`config.mk`:
```
export PLATFORM = sky130hd
export DESIGN_NAME = ex_muldiv_unit
export DESIGN_NICKNAME = d
export VERILOG_FILES = /design/src/rtl/ex_muldiv_unit.sv
export SDC_FILE = /design/constraint.sdc
export NUM_CORES = 1
export LEC_CHECK = 0
export CORE_ASPECT_RATIO = 1.75
export CORE_UTILIZATION = 50
export DETAILED_ROUTE_END_ITERATION = 8
export GPL_TIMING_DRIVEN = 0
export PLACE_DENSITY = 0.73
export SETUP_SLACK_MARGIN = 0.02
export SLEW_MARGIN = 20
export SYNTH_ARGS = -nofsm -noshare
export SYNTH_HDL_FRONTEND = slang
export SYNTH_SLANG_ARGS = --single-unit
```
`constraint.sdc`:
```
create_clock -name Clock -period 8.6 [get_ports Clock]
set_input_delay 1.72 -clock Clock [delete_from_list [all_inputs] [get_ports Clock]]
set_output_delay 1.72 -clock Clock [all_outputs]
set_load 0.01 [all_outputs]
```
`src/rtl/ex_muldiv_unit.sv`:
```
// rtl/ex_muldiv_unit.sv - iterative MULT/MULTU/DIV/DIVU unit with architectural HI/LO
module ex_muldiv_unit #(
    parameter int WIDTH = 32
) (
    input  logic             Clock,
    input  logic             Reset,
    input  logic             Flush,
    input  logic             Start,
    input  logic [1:0]       Op,
    input  logic [WIDTH-1:0] A,
    input  logic [WIDTH-1:0] B,
    input  logic             ReadHiLo,
    input  logic             WriteHi,
    input  logic             WriteLo,
    input  logic [WIDTH-1:0] MoveData,
    output logic             Stall,
    output logic             Busy,
    output logic             Done,
    output logic             DivByZero,
    output logic [WIDTH-1:0] HI_Out,
    output logic [WIDTH-1:0] LO_Out
);

    localparam int CW = $clog2(WIDTH);
    localparam logic [CW-1:0] LAST_ITER = CW'(WIDTH - 1);

    typedef enum logic [1:0] {
        ST_IDLE = 2'd0,
        ST_BUSY = 2'd1,
        ST_DONE = 2'd2
    } state_t;

    state_t state_q, state_d;

    // Iteration state: {acc_q, low_q} is the shared 2*WIDTH working register.
    // Multiply: acc = partial product high half, low = multiplier / product low half.
    // Divide:   acc = partial remainder,          low = dividend / quotient.
    logic [CW-1:0]    cnt_q;
    logic             iter_done_q;
    logic [WIDTH-1:0] acc_q;
    logic [WIDTH-1:0] low_q;
    logic [WIDTH-1:0] b_q;
    logic             is_div_q;
    logic             b_zero_q;
    logic             neg_main_q;   // negate product or quotient at the end
    logic             neg_rem_q;    // negate remainder at the end

    logic             start_op;
    logic             finish_op;
    logic             op_signed;
    logic [WIDTH-1:0] a_mag;
    logic [WIDTH-1:0] b_mag;

    logic [WIDTH:0]     mul_sum;
    logic [WIDTH:0]     div_shift;
    logic               div_ge;
    logic [WIDTH-1:0]   div_sub;
    logic [2*WIDTH-1:0] prod_mag;
    logic [2*WIDTH-1:0] prod_res;
    logic [WIDTH-1:0]   quo_res;
    logic [WIDTH-1:0]   rem_res;

    assign start_op  = (state_q == ST_IDLE) && Start && !Flush;
    assign finish_op = (state_q == ST_BUSY) && iter_done_q && !Flush;

    // Signed ops run on magnitudes; signs are reapplied when the result is written.
    assign op_signed = ~Op[0];
    assign a_mag     = (op_signed && A[WIDTH-1]) ? -A : A;
    assign b_mag     = (op_signed && B[WIDTH-1]) ? -B : B;

    // One radix-2 shift-add step and one restoring-divide step.
    assign mul_sum   = {1'b0, acc_q} + (low_q[0] ? {1'b0, b_q} : '0);
    assign div_shift = {acc_q, low_q[WIDTH-1]};
    assign div_ge    = div_shift >= {1'b0, b_q};
    assign div_sub   = div_shift[WIDTH-1:0] - b_q;

    assign prod_mag  = {acc_q, low_q};
    assign prod_res  = neg_main_q ? -prod_mag : prod_mag;
    assign quo_res   = neg_main_q ? -low_q : low_q;
    assign rem_res   = neg_rem_q ? -acc_q : acc_q;

    // State register.
    always_ff @(posedge Clock) begin
        if (!Reset) begin
            state_q <= ST_IDLE;
        end else begin
            state_q <= state_d;
        end
    end

    // Next state and pipeline stall; DONE always falls back to IDLE so a held Start cannot restart.
    always_comb begin
        state_d = state_q;
        Stall   = 1'b0;
        case (state_q)
            ST_IDLE: begin
                Stall = Start && !Flush;
                if (Start && !Flush) begin
                    state_d = ST_BUSY;
                end
            end
            ST_BUSY: begin
                Stall = 1'b1 | ReadHiLo;
                if (Flush) begin
                    state_d = ST_IDLE;
                end else if (iter_done_q) begin
                    state_d = ST_DONE;
                end
            end
            ST_DONE: begin
                state_d = ST_IDLE;
            end
            default: begin
                state_d = ST_IDLE;
            end
        endcase
    end

    // Operand capture and one iteration per BUSY cycle until all WIDTH steps are done.
    always_ff @(posedge Clock) begin
        if (!Reset) begin
            cnt_q       <= '0;
            iter_done_q <= 1'b0;
            acc_q       <= '0;
            low_q       <= '0;
            b_q         <= '0;
            is_div_q    <= 1'b0;
            b_zero_q    <= 1'b0;
            neg_main_q  <= 1'b0;
            neg_rem_q   <= 1'b0;
        end else if (start_op) begin
            cnt_q       <= '0;
            iter_done_q <= 1'b0;
            acc_q       <= '0;
            low_q       <= a_mag;
            b_q         <= b_mag;
            is_div_q    <= Op[1];
            b_zero_q    <= (B == '0);
            neg_main_q  <= op_signed && (A[WIDTH-1] ^ B[WIDTH-1]);
            neg_rem_q   <= op_signed && A[WIDTH-1];
        end else if ((state_q == ST_BUSY) && !iter_done_q) begin
            if (is_div_q) begin
                acc_q <= div_ge ? div_sub : div_shift[WIDTH-1:0];
                low_q <= {low_q[WIDTH-2:0], div_ge};
            end else begin
                acc_q <= mul_sum[WIDTH:1];
                low_q <= {mul_sum[0], low_q[WIDTH-1:1]};
            end
            cnt_q <= cnt_q + 1'b1;
            if (cnt_q == LAST_ITER) begin
                iter_done_q <= 1'b1;
            end
        end
    end

    // HI/LO: result write on entry to DONE (skipped for divide by zero), MTHI/MTLO only when idle.
    always_ff @(posedge Clock) begin
        if (!Reset) begin
            HI_Out <= '0;
            LO_Out <= '0;
        end else if (finish_op) begin
            if (!is_div_q) begin
                HI_Out <= prod_res[2*WIDTH-1:WIDTH];
                LO_Out <= prod_res[WIDTH-1:0];
            end else if (!b_zero_q) begin
                HI_Out <= rem_res;
                LO_Out <= quo_res;
            end
        end else if ((state_q == ST_IDLE) && !Start) begin
            if (WriteHi) begin
                HI_Out <= MoveData;
            end
            if (WriteLo) begin
                LO_Out <= MoveData;
            end
        end
    end

    // Registered status flags mirror the state being entered.
    always_ff @(posedge Clock) begin
        if (!Reset) begin
            Busy      <= 1'b0;
            Done      <= 1'b0;
            DivByZero <= 1'b0;
        end else begin
            Busy      <= (state_d == ST_BUSY);
            Done      <= (state_d == ST_DONE);
            DivByZero <= (state_d == ST_DONE) && is_div_q && b_zero_q;
        end
    end

endmodule

```
### Yosys cells after proc, flatten, opt, wreduce, memory -nomap -nowiden

Cells that the tools add are included.

| word-level totals | value |
|---|---|
| register bits | 175 |
| word-level logic and storage cells | 83 |

| cells by class | value |
|---|---|
| bitwise logic cells | 3 |
| reductions and logical operators | 25 |
| equal/unequal tests | 5 |
| order comparisons | 1 |
| multiplexer cells | 26 |
| add/subtract/negate cells | 8 |

Operators with widths:

| cell | count |
|---|---|
| 32-bit 2-to-1 mux | 20 |
| 32-bit negation | 4 |
| 64-bit 2-to-1 mux | 1 |
| 64-bit negation | 1 |
| 32-bit by 32-bit adder with 33-bit output | 1 |
| 33-bit by 32-bit >= comparator with 1-bit output | 1 |
| 32-bit zero test | 1 |
| 32-bit subtractor | 1 |
| 1-bit logical AND | 12 |
| 2-bit nonzero test | 4 |
| 2-bit 2-to-1 mux | 3 |
| 3-bit AND reduction | 2 |
| 5-bit by 1-bit adder with 5-bit output (second input constant) | 1 |
| 5-bit == test (second input constant) | 1 |
| 2-bit by 1-bit == test with 1-bit output (second input constant) | 2 |
| 2-bit case mux with 2 select lines | 1 |
| 1-bit zero test | 3 |
| 3-bit != test (second input constant) | 1 |
| 2-bit == test (second input constant) | 1 |
| 2-bit zero test | 1 |
| 1-bit inverter | 2 |
| 1-bit case mux with 2 select lines | 1 |
| 2-bit AND reduction | 1 |
| 2-bit OR reduction | 1 |
| 1-bit bitwise XOR | 1 |

### Longest topological paths before layout

Gate-level depths: netlist of the first run.

| logic depth | value |
|---|---|
| word-level depth | 7 |
| depth in mapped cells | 16 |
| gate-level depth less buffers | 14 |

### Least setup slack after synthesis of the first run

No wires, ideal clock.

| path | value |
|---|---|
| path type | input -> register |
| from | input A[0] |
| to | register low_q[30] |
| path slack | 4.380 ns |
| stages on the path | 13 |
| library setup time | 0.086 ns |
| data required time | 8.514 ns |
| arrival | 4.135 ns |
| buffers on the path | 0 |
| cells stage by stage | inv_1 ha_1 or3b_1 nor3_1 inv_2 or3_1 nor4_2 nand2_1 nor2_1 nand2_1 o31ai_1 xor2_1 a211oi_1 |

| between the ends | value |
|---|---|
| word-level cells in the longest chain between the ends | 3 |

RTL lines:

| element | line | source |
|---|---|---|
| from (decl) | 10 | `input logic [WIDTH-1:0] A,` |
| 32-bit negation | 68 | `assign a_mag = (op_signed && A[WIDTH-1]) ? -A : A;` |
| 32-bit 2-to-1 mux | 68 |  |
| 32-bit 2-to-1 mux | 131 | `end else if (start_op) begin` |
| to (signal assigned) | 135 | `low_q <= a_mag;` |
| to (signal assigned) | 144 | `low_q <= {low_q[WIDTH-2:0], div_ge};` |
| to (signal assigned) | 147 | `low_q <= {mul_sum[0], low_q[WIDTH-1:1]};` |
| to (decl) | 41 | `logic [WIDTH-1:0] low_q;` |

Every way passes these cells.
A chain may end at the register's enable or synchronous reset.

### Final worst setup path of the first run

| path | value |
|---|---|
| from | input Flush |
| to | output Stall |

| between the ends | value |
|---|---|
| word-level cells in the longest chain between the ends | 3 |

RTL lines:

| element | line | source |
|---|---|---|
| from (decl) | 7 | `input logic Flush,` |
| 1-bit zero test | 97 | `Stall = Start && !Flush;` |
| 1-bit logical AND | 97 |  |
| 1-bit case mux with 2 select lines | 95 | `case (state_q)` |
| to (decl) | 16 | `output logic Stall,` |

Every way passes these cells.

==> qor.csv, run 1 <==
metric;value;unit
worst-case vdd ir drop;0.158;mV
clk root buf;clkbuf_16;
register area;0.00350;mm²
power per cell area;145;mW/mm²
share of cells above drive strength 1;4.38;%
Synthesized Nets;2050;
Critical Path Sink Type;output port;
flops & latches, synth;175;
final hold vios;0;
Worst-Margin Slew;1260;ps
DRC viols;0;
Worst path most repeated cell;clkdlybuf4s50_1;
minimum clock period;5010;ps
worst min path class;flip-flop to flip-flop;
startpoint types;primary input;
multi-input logic area;0.00983;mm²
hpwl dp;45700;µm
outcome;complete, no violations;
total clock sinks;175;
Max Cap Violations;0;
Slew Viols, Final;0;
die area;0.0288;mm²
Final Setup Violations;0;
post-synth top area share;24.9;%
ANT nets after route;0;
Main synth FF type;dfxtp_1;
Vias;15349;
TritonCTS clock tree;yes;
CTS resizes;0;
Mapped Avg Cell Area;7.50;µm²
Max Freq;200;MHz
clk_lat worst skew;480;ps
Max Buffers Root-to-Sink;2;
area grow syn2layout;20.3;%
synth cell count leaders;nor2_1 (248), a21oi_1 (186), dfxtp_1 (175);
gpl congestion;1.02;
H-tree Lvls;4;
Gate Count Post-Synth;1873;
Routed WL;56900;µm
dominant cell by count in the synthesized netlist;nor2_1;
synthesis warning total;0;
post-synth cell types;80;
Critical Path RT;6880;ps
cell taking the most area after synthesis;dfxtp_1;
slowest stage delay, CP;570;ps
FP Rows;80;
Clock transition at path regs;70;ps
RSZ-0062 raised after global routing;false;
cts bufs inserted;17;
pin count of the biggest net entering global routing;18;
Post-CTS Setup Bufs;0;
Fillers;2762;
critical path type;primary input to output port;
Post-synth EDFFs;0;
slew margin rel.;15.4;%
setup slack, reg-to-reg;3990;ps
Clock Skew;8.58;ps
cell area after layout;0.0169;mm²
Starting DRT DRC Count;1166;
placed inst area;0.0162;mm²
largest cells by area after synthesis;dfxtp_1 (25%), a211oi_1 (7.0%), a21oi_1 (6.6%);
starting density of the core;51.2;%
antenna violations before repair;1;
Die H;224;µm
Nets;2241;
core area;0.0274;mm²
total track usage;40.0;%
I/O pins;173;
number of vias per cell;6.27;
DRT Pass-1 Iters;5;
critical-path cell list;clkdlybuf4s50_1 > inv_1 > a21oi_1 > nor2_1 > clkdlybuf4s50_1;
FFs w/ async S/R, synth;0;%
Setup TNS Final;0;ps
Final Cycle Share;58.2;%
worst path arrival time;3290;ps
GR Overflow Total;0;
post-synthesis instance area;0.0141;mm²
Seq/Total Area, Yosys;24.9;%
DIE WIDTH;129;µm
number of global-route vias before repair;15205;
WL/cell;23.3;µm
PortBufs;171;
Leakage;6.52;nW
post-cts hold buffer count;0;
global-route wire length before repair;85400;µm
Crit-path slowest cell;clkdlybuf4s50_1;
largest fanout on the critical path;5;
power by group:
| part | switching, mW | total (mW) | internal, mW |
|---|---|---|---|
| registers | 0.0379 | 0.889 | 0.851 |
| clock network | 0.391 | 0.887 | 0.496 |
| logic | 0.403 | 0.670 | 0.267 |
layout make-up:
cell class	instances	share of cell area, %
plain buffers	127	3.02
clock inverters	15	1.33
multi-input cells	1511	58.2
clock buffers	17	2.52
diodes	1	0.0148
flip-flops and latches	175	20.7
well taps	369	2.73
repair buffers	172	10.2
inverters	60	1.33
stage by stage:
stage          hold WS [ps]  setup slack [ps]  std cells  utilization, %  power [mW]
2_1_floorplan           432              4380       1873               -        1.30
3_3_place_gp            444              3440       2413            59.2        1.55
3_5_place_dp            456              3470       2413            59.2        1.56
4_1_cts                 466              3650       2445            61.6        2.42
5_1_grt                 480              3610       2446            61.6        2.52
6_report                468              3590       2447            61.6        2.45
cells in the final DEF (no fill, tap or decap), types with 7 or more instances in the layout:
cell             instances
nor2b_1                 29
a311oi_1                16
xnor2_1                 74
buf_2                   12
nand4_1                 12
o21ai_0                 88
clkbuf_1               104
nand3_1                 32
o41ai_1                 12
o21a_1                  10
buf_1                    8
xor2_1                  92
inv_1                   59
o211ai_1                10
clkbuf_16               17
nor4_1                  12
o21ai_1                 22
a21oi_1                186
a211oi_1               131
mux2_1                   7
o31ai_1                 30
mux2i_1                 41
nand2_1                136
or4_1                   11
a31oi_1                  8
nand2b_1                13
a21o_1                  38
ha_1                    70
and3_1                  11
dfxtp_1                175
or3_1                   28
nor2_1                 248
nor3_1                  32
clkdlybuf4s50_1        171
final timing paths:
check | startpoint | end | cells past startpoint
worst min register to register | LO_Out[5] | LO_Out[5] | 2
worst min-delay path | LO_Out[5] | LO_Out[5] | 2
worst max-delay path | Flush | Stall | 5
worst max register to register | low_q[0] | acc_q[30] | 15
sequential cells by signal, indices dropped and copies added, names as in the netlist:
register     flops
HI_Out          32
LO_Out          32
acc_q           32
b_q             32
low_q           32
cnt_q            5
state_q          2
Busy             1
DivByZero        1
Done             1
b_zero_q         1
is_div_q         1
iter_done_q      1
neg_main_q       1
neg_rem_q        1
cells by family after synthesis:
kind of cell,after synthesis,synth area share (%)
AND/OR/NAND/NOR,612,20.8
multiplexers,52,3.80
adder cells (fa/ha/maj),72,6.52
buffers and inverters,187,5.24
flip-flops,175,24.9
XOR/XNOR,166,10.3
AO/OA/AOI/OAI,609,28.3
critical path: cells and delay by family:
kind	cells	cell delay, ps
buf+inv	3	1300
compound gates	1	100
simple gates	1	170
routing by layer:
| metal | routed length [µm] | vias to the layer above | track usage [%] |
|---|---|---|---|
| li1 | - | 7183 | - |
| met1 | 18600 | 7186 | 36.1 |
| met2 | 28900 | 684 | 72.4 |
| met3 | 3500 | 296 | 8.38 |
| met4 | 5950 | 0 | 37.9 |
| met5 | 0 | - | 0 |
(Power assumes the default switching activity.)
==> run 2, diff against run 1 <==
--- a/config.mk
+++ b/config.mk
@@ -9,7 +9,7 @@
 export CORE_UTILIZATION = 50
 export DETAILED_ROUTE_END_ITERATION = 8
 export GPL_TIMING_DRIVEN = 0
-export PLACE_DENSITY = 0.73
+export PLACE_DENSITY = 0.76
 export SETUP_SLACK_MARGIN = 0.02
 export SLEW_MARGIN = 20
 export SYNTH_ARGS = -nofsm -noshare
==> constraint.sdc (replaced) <==
create_clock -name Clock -period 4.1 [get_ports Clock]
set_input_delay 0.82 -clock Clock [delete_from_list [all_inputs] [get_ports Clock]]
set_output_delay 0.82 -clock Clock [all_outputs]
set_load 0.01 [all_outputs]
==> qor.csv, run 2 (synthesis gave the netlist of run 1 again) <==
metric;value;unit;change
TritonCTS clock tree;yes;;
PortBufs;171;;unchanged
Worst-Margin Slew;1110;ps;-158 ps
number of global-route vias before repair;15059;;-0.96%
WHS Path Cells;2;;unchanged
Clock transition at path regs;70;ps;about the same
antenna violations before repair;2;;+1
Final Setup Violations;0;;unchanged
sw power;1.73;mW;+110%
most frequent cells in the layout;nor2_1 (248), a21oi_1 (185), dfxtp_1 (172);;
Fillers;2702;;-2.2%
Hold WS;456;ps;-12.1 ps
end of the worst register-to-register path;acc_q[27];;
core area;0.0274;mm²;unchanged
Starting DRT DRC Count;1368;;+17%
number of vias per cell;6.24;;-0.54%
crit path to;acc_q[27];;
Clock power frac;34.2;%;-2.1 points
starting density of the core;51.2;%;unchanged
largest fanout on the critical path;6;;+1
clk root buf;clkbuf_16;;
placed inst area;0.0162;mm²;unchanged
cts bufs inserted;17;;unchanged
total track usage;40.1;%;+0.096 points
Nets;2245;;+0.18%
slowest stage delay, CP;440;ps;-130 ps
fin worst setup slack;97.7;ps;-3490 ps
worst path arrival time;4370;ps;+1080 ps
Slew Viols, Final;0;;unchanged
worst min path class;flip-flop to flip-flop;;
die area;0.0288;mm²;unchanged
Worst R2R Path Depth;14;;-1
outcome;complete, no violations;;
slew margin rel.;26.0;%;+11 points
Setup crit start;low_q[0];;
Critical Path Stages;14;;+9
clk_lat worst skew;480;ps;about the same
Vias;15297;;-0.34%
Clock Skew;7.66;ps;-0.922 ps
global-route wire length before repair;85500;µm;about the same
Max Freq;250;MHz;
Critical Path Sink Type;flip-flop;;
pin count of the biggest net entering global routing;17;;-1
power per cell area;294;mW/mm²;+100%
dpl cells;2413;;unchanged
total clock sinks;175;;unchanged
worst-case vdd ir drop;0.344;mV;+120%
H-tree Lvls;4;;unchanged
setup slack, reg-to-reg;100;ps;-3890 ps
fin util;61.8;%;+0.19 points
share of cells above drive strength 1;5.19;%;+0.81 points
hpwl dp;45800;µm;+0.14%
GR Overflow Total;0;;unchanged
commonest non-fill, non-tap cell in the layout;nor2_1;;
Max Buffers Root-to-Sink;2;;unchanged
Switching Fraction;34.6;%;+0.64 points
power share of the combinational group;28.4;%;+1.0 points
critical path type;flip-flop to flip-flop;;
gpl congestion;0.997;;-1.9%
final hold vios;0;;unchanged
Final Non-Filler Cells;2452;;+0.20%
DRT Pass-1 Iters;7;;+2
Leakage;6.53;nW;+0.28%
Routed WL;57000;µm;+0.17%
dpl ws;-406;ps;-3870 ps
Hold Startpoint;b_q[22];;
Max Cap Violations;0;;unchanged
critical-path cell list;and2_1 > ha_1 > fa_1 > a211o_1 > a211oi_4 > o31ai_4 > and4_2 > o41ai_4 > nor4_2 > a211oi_2 > buf_4 > xor2_1 > a31o_2 > a21oi_1;;
Power Total;4.99;mW;+100%
worst reg2reg startpoint;low_q[0];;
Die H;224;µm;unchanged
cell area after layout;0.0170;mm²;+0.30%
WL/cell;23.3;µm;about the same
I/O pins;173;;unchanged
Crit-path slowest cell;fa_1;;
post-cts hold buffer count;0;;unchanged
startpoint types;flip-flop;;
DIE WIDTH;129;µm;unchanged
ANT nets after route;0;;unchanged
Sequential Power Share;37.4;%;+1.1 points
DRC viols;0;;unchanged
Setup TNS Final;0;ps;unchanged
delay-heaviest family, CP;compound AO/OA/AOI/OAI gates;;
FP Rows;80;;unchanged
area grow syn2layout;20.7;%;
minimum clock period;4000;ps;
Critical Path RT;4470;ps;-2410 ps
Final Cycle Share;97.6;%;
CP Buf/Inv Count;1;;-2
Internal;3.26;mW;+100%
run 2: cell types whose count changed in the layout (fill, tap and decap cells not counted), sizes merged:
cell,before,now
diode,1,2
buf,23,28
inv,66,67
bufinv,4,2
run 2: worst min path at each step:
stage | end | slack (ps)
after floorplan | b_q[22] | 430
after global placement | LO_Out[5] | 450
after detailed placement | LO_Out[5] | 450
after CTS | LO_Out[5] | 460
after global routing | LO_Out[5] | 480
final | b_q[22] | 460
run 2: worst min-delay path, cell delays in order (launching register included):
cell,delay (ps)
dfxtp_1,310
nand2_1,50
a21oi_1,50
run 2: power by group through the flow:
| stage | registers, mW | clock network, mW | logic, mW |
|---|---|---|---|
| finish | 1.87 | 1.71 | 1.41 |
| global route | 1.87 | 1.75 | 1.51 |
| CTS | 1.86 | 1.69 | 1.38 |
| detailed placement | 1.90 | 0 | 1.37 |
| global placement | 1.90 | 0 | 1.35 |
| floorplan | 1.89 | 0 | 0.838 |
run 2: metal layers:
| metal | track usage, % | vias up | share of wire (%) |
|---|---|---|---|
| li1 | - | 7192 | - |
| met1 | 36.7 | 7168 | 33 |
| met2 | 71.6 | 679 | 51 |
| met3 | 8.79 | 258 | 6.1 |
| met4 | 38.2 | 0 | 10 |
| met5 | 0 | - | 0 |
run 2: layout make-up:
type / count / area (µm²) / area share [%]
multi-input combinational: 1511 / 9900 / 58.4
sequential: 175 / 3510 / 20.7
timing repair buffer: 177 / 1760 / 10.4
buffer: 126 / 518 / 3.06
tap: 369 / 462 / 2.72
clock buffer: 18 / 429 / 2.53
inverter: 60 / 225 / 1.33
clock inverter: 14 / 155 / 0.915
antenna: 2 / 5.00 / 0.0295
run 2: repair_timing:
item,CTS,global route
setup endpoints to repair,16,34
pin swaps,1,6
setup buffers,0,6
gates resized for setup,10,13
gates cloned,0,0
